[src/rtl/reg_skid_stage.sv]
// Two-entry valid/ready stage (main + skid register) feeding the write-enabled register banks.
// in_ready and level are flop outputs, so out_ready never reaches in_ready combinationally.
//
// state | meaning
// ------+---------------------------------------------------
// EMPTY | nothing stored, out_valid=0, in_ready=1, level=0
// BUSY  | one word in main, out_valid=1, in_ready=1, level=1
// FULL  | main + skid hold words, out_valid=1, in_ready=0, level=2
module reg_skid_stage #(
  parameter int WIDTH = 2
) (
  input  logic             clk,
  input  logic             rst,
  input  logic             flush,
  input  logic [WIDTH-1:0] in_data,
  input  logic             in_valid,
  output logic             in_ready,
  output logic [WIDTH-1:0] out_data,
  output logic             out_valid,
  input  logic             out_ready,
  output logic [1:0]       level
);

  typedef enum logic [1:0] {
    EMPTY = 2'd0,
    BUSY  = 2'd1,
    FULL  = 2'd2
  } state_t;

  state_t           state_q, state_d;
  logic [WIDTH-1:0] main_q, main_d;
  logic [WIDTH-1:0] skid_q, skid_d;
  logic             in_ready_q, in_ready_d;
  logic [1:0]       level_q, level_d;
  logic             valid_w;
  logic             in_fire;
  logic             out_fire;

  always_ff @(posedge clk or negedge rst) begin
    if (!rst) begin
      state_q    <= EMPTY;
      main_q     <= '0;
      skid_q     <= '0;
      in_ready_q <= 1'b1;
      level_q    <= 2'd0;
    end else begin
      state_q    <= state_d;
      main_q     <= main_d;
      skid_q     <= skid_d;
      in_ready_q <= in_ready_d;
      level_q    <= level_d;
    end
  end

  always_comb begin
    valid_w  = (state_q == BUSY) || (state_q == FULL);
    in_fire  = in_valid & in_ready_q;
    out_fire = valid_w & out_ready;
    state_d  = state_q;
    main_d   = main_q;
    skid_d   = skid_q;

    if (flush) begin
      // Handshakes in a flush cycle are dropped; data registers keep their contents.
      state_d = EMPTY;
    end else begin
      case (state_q)
        EMPTY: begin
          if (in_fire) begin
            main_d  = in_data;
            state_d = BUSY;
          end
        end
        BUSY: begin
          if (in_fire && out_fire) begin
            main_d = in_data;
          end else if (in_fire) begin
            skid_d  = in_data;
            state_d = FULL;
          end else if (out_fire) begin
            state_d = EMPTY;
          end
        end
        FULL: begin
          if (out_fire) begin
            main_d  = skid_q;
            state_d = BUSY;
          end
        end
        default: state_d = EMPTY;
      endcase
    end

    // Registered from the next state so level never shows the illegal encoding.
    level_d    = 2'(state_d);
    in_ready_d = (state_d != FULL);
  end

  assign out_data  = main_q;
  assign out_valid = valid_w;
  assign in_ready  = in_ready_q;
  assign level     = level_q;

endmodule

[config.mk]
export PLATFORM = sky130hd
export DESIGN_NAME = reg_skid_stage
export DESIGN_NICKNAME = d
export VERILOG_FILES = /design/src/rtl/reg_skid_stage.sv
export SDC_FILE = /design/constraint.sdc
export NUM_CORES = 1
export LEC_CHECK = 0
export CORE_MARGIN = 5
export CORE_UTILIZATION = 35
export CTS_CLUSTER_DIAMETER = 40
export CTS_CLUSTER_SIZE = 30
export DETAILED_ROUTE_END_ITERATION = 6
export SYNTH_ARGS = -nofsm -noshare
export SYNTH_HDL_FRONTEND = slang
export SYNTH_SLANG_ARGS = --single-unit
[constraint.sdc]
create_clock -name clk -period 1.9 [get_ports clk]
set_input_delay 0.38 -clock clk [delete_from_list [all_inputs] [get_ports clk]]
set_output_delay 0.38 -clock clk [all_outputs]
set_load 0.01 [all_outputs]
==> impl_metrics.env, run 1 <==
export IMPL_regArea_um2=176
export IMPL_drv_cap=0
export IMPL_clock_latency_ns=0.25
export IMPL_drc=0
export IMPL_timing_fmax_mhz=580
export IMPL_vias=374
export IMPL_cts_made_buffers=3
export IMPL_first_pass_iters=2
export IMPL_fin_hold_ws_ns=0.386
export IMPL_clock_path_buffers=2
export IMPL_worst_pin_slew_ns=0.323
export IMPL_cp_start_kind="register"
export IMPL_cts_max_level=1
export IMPL_p_int_uw=428
export IMPL_combPwrFrac_pct=42.3
export IMPL_post_drt_wl_per_cell_um=12.2
export IMPL_worst_slack_ns=0.175
export IMPL_rsz0062_at_grt="false"
export IMPL_setup_viol=0
export IMPL_fin_util_pct=49.9
export IMPL_ir_drop_uv=461
export IMPL_core_area_um2=1270
export IMPL_postCtsSetupRepairBufs=0
export IMPL_cts_tree="yes"
export IMPL_syn_nets=52
export IMPL_slowest_delay_ns=0.56
export IMPL_via_per_inst=5.05
export IMPL_place_hpwl_um=727
export IMPL_finalHoldViolCount=0
export IMPL_min_period_over_period_pct=90.8
export IMPL_dp_slack_ns=0.102
export IMPL_root_buffer="clkbuf_4"
export IMPL_p_sw_uw=192
export IMPL_syn_to_final_growth_pct=39.4
export IMPL_drt_iter0_drc=2
export IMPL_p_sw_share_pct=30.9
export IMPL_num_io_pins=13
export IMPL_hold_path_class="in -> async"
export IMPL_cts_resized=1
export IMPL_min_period_ns=1.73
export IMPL_critPathSlowestCell="dfstp_2"
export IMPL_mostFrequentLayoutCells="clkdlybuf4s50_1 (11), dfrtp_1 (6), mux2_2 (4), ha_1 (4)"
export IMPL_avgSynthCellArea_um2=11.1
export IMPL_synth_seq_cells=7
export IMPL_r2r_start="level[0]"
export IMPL_ys_types=20
export IMPL_holdBufCountCts=0
export IMPL_grt_max_degree=8
export IMPL_numPortBuffers=12
export IMPL_fin_skew_ns=0.00183
export IMPL_clock_sinks=7
export IMPL_die_h_um=46.0
export IMPL_cp_startpoint="in_ready"
export IMPL_seqPwrFrac_pct=35.6
export IMPL_gr_total_overflow=0
export IMPL_crit_fanout=4
export IMPL_num_rows=13
export IMPL_diodes=0
export IMPL_clk_pin_slew_ns=0.05
export IMPL_drtAntennaViolNets=0
export IMPL_place_congestion=0.769
export IMPL_final_common_cell="clkdlybuf4s50_1"
export IMPL_antenna_found_initial=0
export IMPL_groute_usage_overall_pct=11.4
export IMPL_multiInputGateArea_um2=263
export IMPL_p_per_area_nw_per_um2=979
export IMPL_die_area_um2=2120
export IMPL_path_buf_inv=1
export IMPL_fin_nets=71
export IMPL_fillers=124
export IMPL_tns_ns=0
export IMPL_ys_warn_count=0
export IMPL_p_leak_uw=0.000268
export IMPL_cp_end_kind="primary output"
export IMPL_path_class="reg -> out"
export IMPL_netlist_area_um2=454
export IMPL_status="complete, no violations"
export IMPL_layout_drive_gt1_share_pct=32.2
export IMPL_clkPwrFrac_pct=22.2
export IMPL_initial_core_util_pct=35.8
export IMPL_maxSlewHeadroom_pct=78.4
export IMPL_syn_inst=41
export IMPL_cp_top_family="flip-flops"
export IMPL_synth_seq_area_share_pct=38.8
export IMPL_wl_um=905
export IMPL_grt_pass1_wl_um=1610
export IMPL_slew_viol_final=0
export IMPL_path_cells="clkdlybuf4s50_1"
export IMPL_critPathArrivalTime_ns=1.35
export IMPL_grt_pass1_vias=381
export IMPL_die_w_um=46.0
export IMPL_cp_required_ns=1.52
-- Yosys cell counts --
cell type / number / share of area, %
nor2_1: 2 / 1.7
a21oi_1: 1 / 1.1
xnor2_1: 1 / 1.9
ha_1: 4 / 11
nor3_1: 1 / 1.1
mux2_4: 2 / 6.6
o211ai_1: 2 / 3.3
nand2_2: 2 / 2.8
o21ai_0: 2 / 2.2
dfrtp_1: 6 / 33
nand3_1: 3 / 3.3
inv_2: 2 / 1.7
nand2_1: 2 / 1.7
o21ai_2: 1 / 1.9
a31oi_1: 1 / 1.4
mux2_2: 4 / 9.9
nor4b_4: 1 / 5.2
o2111a_2: 1 / 2.8
inv_1: 2 / 1.7
dfstp_2: 1 / 5.8
-- worst reg2reg max path, stage by stage (launching register included) --
cell,delay [ns]
dfrtp_1,0.33
inv_1,0.07
ha_1,0.31
nand2_2,0.10
o21ai_2,0.14
o2111a_2,0.23
mux2_4,0.30
-- final cells by class --
cell class                 instances  area share [%]
clock buffer                       4            4.15
inverter                           4            2.37
multi-input combinational         30            41.5
sequential                         7            27.9
tap                               15            2.96
timing repair buffer              14            21.1
-- routing by layer --
layer | GRT usage, % | routed length (um)
met1 | 13.1 | 384
met2 | 17.0 | 408
met3 | 3.95 | 84
met4 | 8.52 | 27
met5 | 0 | 0
-- registers in the layout, summed over array words and instances, names as in the netlist --
name	cells
out_data	2
skid_q	2
level	2
in_ready	1
-- path summary, 6_finish.rpt --
kind	to	slack (ns)	cells after the start
min in group clk	skid_q[0]	0.50	1
max in group asynchronous	in_ready	1.23	1
hold reg to reg	skid_q[0]	0.50	1
setup / recovery	in_ready	0.17	1
hold / removal	out_data[1]	0.39	1
setup reg to reg	out_data[1]	0.30	6
-- cells by family (layout without fill, tap and decap cells) --
kind of cell,after synthesis,after routing,synth area share (%)
flip-flops,7,7,38.8
buffers and inverters,4,22,3.31
XOR/XNOR,1,1,1.93
AND/OR/NAND/NOR,11,11,15.7
AO/OA/AOI/OAI,8,8,12.7
multiplexers,6,6,16.5
adder cells (fa/ha/maj),4,4,11.0
-- stage by stage --
step | cells | total power, uW | area (um2)
floorplan | 41 | 376 | 454
global placement | 70 | 490 | 608
detailed placement | 70 | 489 | 608
CTS | 74 | 631 | 633
global route | 74 | 675 | 633
finish | 74 | 620 | 633
-- power groups by stage --
stage | Clock, uW | Sequential, uW | Combinational (uW)
after floorplan | 0 | 236 | 139
after global placement | 0 | 222 | 268
after detailed placement | 0 | 223 | 266
after CTS | 145 | 221 | 266
after global routing | 158 | 230 | 286
final | 137 | 221 | 262
Power figures use the tool's default switching activity.
==> run 2, diff against run 1 <==
CORE_AREA = 5 5 42 44   (was not set)
CORE_MARGIN = not set   (was 5)
CORE_UTILIZATION = not set   (was 35)
DIE_AREA = 0 0 47 49   (was not set)
DONT_BUFFER_PORTS = 1   (was not set)
SLEW_MARGIN = 10   (was not set)
==> run 2 against run 1 <==
Effect of this change: via count shrank 12%; final cell count decreased by 12%; first-iteration DRC count rose to 4.0 times the previous value; worst hold slack got worse by 0.19 ns; register-to-register slack worse by 0.097 ns.
==> impl_metrics.env, run 2 (synthesized netlist as in run 1, its figures left out) <==
export IMPL_status="complete, no violations"
export IMPL_syn_to_final_growth_pct=17.4
export IMPL_p_sw_uw=184
export IMPL_critPathSlowestCell="dfrtp_1"
export IMPL_clock_latency_ns=0.25
export IMPL_drtAntennaViolNets=0
export IMPL_fin_nets=61
export IMPL_cts_made_buffers=3
export IMPL_grt_pass1_vias=356
export IMPL_combPwrFrac_pct=33.4
export IMPL_cts_tree="yes"
export IMPL_mostFrequentLayoutCells="dfrtp_1 (6), mux2_2 (4), ha_1 (4)"
export IMPL_rsz0062_at_grt="false"
export IMPL_postCtsSetupRepairBufs=0
export IMPL_layout_drive_gt1_share_pct=40.8
export IMPL_initial_core_util_pct=32.4
export IMPL_first_pass_iters=4
export IMPL_p_per_area_nw_per_um2=1060
export IMPL_numPortBuffers=0
export IMPL_place_congestion=0.830
export IMPL_min_period_over_period_pct=89.3
export IMPL_vias=330
export IMPL_fin_hold_ws_ns=0.193
export IMPL_place_hpwl_um=706
export IMPL_cp_end_kind="register"
export IMPL_path_buf_inv=1
export IMPL_die_w_um=47
export IMPL_clkPwrFrac_pct=24.5
export IMPL_root_buffer="clkbuf_4"
export IMPL_ir_drop_uv=454
export IMPL_slowest_delay_ns=0.38
export IMPL_min_period_ns=1.70
export IMPL_gr_total_overflow=0
export IMPL_worst_pin_slew_ns=0.321
export IMPL_cp_required_ns=2.04
export IMPL_tns_ns=0
export IMPL_post_drt_wl_per_cell_um=13.7
export IMPL_drv_cap=0
export IMPL_clock_sinks=7
export IMPL_clk_pin_slew_ns=0.05
export IMPL_via_per_inst=5.08
export IMPL_cp_top_family="flip-flops"
export IMPL_crit_fanout=6
export IMPL_fillers=140
export IMPL_die_h_um=49
export IMPL_cts_max_level=1
export IMPL_groute_usage_overall_pct=9.07
export IMPL_drc=0
export IMPL_path_cells="inv_1 > ha_1 > nand2_2 > o21ai_2 > o2111a_2 > mux2_4"
export IMPL_path_class="reg -> reg"
export IMPL_fin_skew_ns=0.00137
export IMPL_die_area_um2=2300
export IMPL_drt_iter0_drc=8
export IMPL_maxSlewHeadroom_pct=78.5
export IMPL_cp_start_kind="register"
export IMPL_final_common_cell="dfrtp_1"
export IMPL_finalHoldViolCount=0
export IMPL_grt_max_degree=8
export IMPL_diodes=0
export IMPL_antenna_found_initial=0
export IMPL_clock_path_buffers=2
export IMPL_grt_pass1_wl_um=1490
export IMPL_core_area_um2=1400
export IMPL_wl_um=892
export IMPL_p_sw_share_pct=32.7
export IMPL_num_rows=14
export IMPL_p_leak_uw=0.000228
export IMPL_p_total_uw=563
export IMPL_timing_fmax_mhz=589
export IMPL_seqPwrFrac_pct=42.0
export IMPL_p_int_uw=379
export IMPL_critPathArrivalTime_ns=1.83
export IMPL_hold_path_class="in -> reg"
export IMPL_num_io_pins=13
export IMPL_setup_viol=0
export IMPL_slew_viol_final=0
run 2: cell types whose count changed in the layout (fill, tap and decap cells not counted):
cell / change
clkdlybuf4s50_1: -11
dlygate4sd3_1: +1
dlygate4sd2_1: -1
buf_4: +1
run 2: final cells by class:
type	instances	area, um2	share of cell area, %
Sequential cell	7	176	33.1
Multi-Input combinational cell	30	263	49.3
Inverter	4	15.0	2.82
Tap cell	16	20.0	3.76
Clock buffer	4	26.3	4.93
Timing Repair Buffer	4	32.5	6.10
run 2: path summary, 6_finish.rpt:
kind / cells after the start / start / slack (ns) / to
max in group asynchronous: 1 / rst / 1.16 / in_ready
min: 1 / flush / 0.19 / level[0]
max reg2reg: 6 / level[0] / 0.20 / out_data[1]
min reg2reg: 1 / skid_q[0] / 0.50 / skid_q[0]
max: 6 / level[0] / 0.20 / out_data[1]
min in group asynchronous: 1 / rst / 0.46 / out_data[0]
run 2: what timing repair did:
item                                   4_1_cts  5_1_grt
hold buffers                                 1        0
gates resized for setup                      0        0
endpoints found under the hold margin        7        0
run 2: routing by layer:
| metal | global-route usage [%] | part of all wire, % |
|---|---|---|
| met5 | 0 | 0 |
| met4 | 5.53 | 1.3 |
| met3 | 4.43 | 14 |
| met2 | 11.3 | 39 |
| met1 | 12.1 | 46 |
run 2: power by group through the flow:
| stage | Clock, uW | Combinational, uW | Sequential [uW] |
|---|---|---|---|
| final | 138 | 188 | 237 |
| after global routing | 156 | 205 | 245 |
| after CTS | 147 | 189 | 238 |
| after detailed placement | 0 | 183 | 239 |
| after global placement | 0 | 183 | 237 |
| after floorplan | 0 | 139 | 236 |
run 2: through the flow:
step / util, % / setup WS (ns) / cells / area [um2]
floorplan: - / 0.153 / 41 / 454
finish: 38.0 / 0.203 / 65 / 533
detailed placement: 35.4 / 0.224 / 60 / 497
CTS: 38.0 / 0.208 / 65 / 533
global route: 38.0 / 0.136 / 65 / 533
global placement: 35.4 / 0.259 / 60 / 497
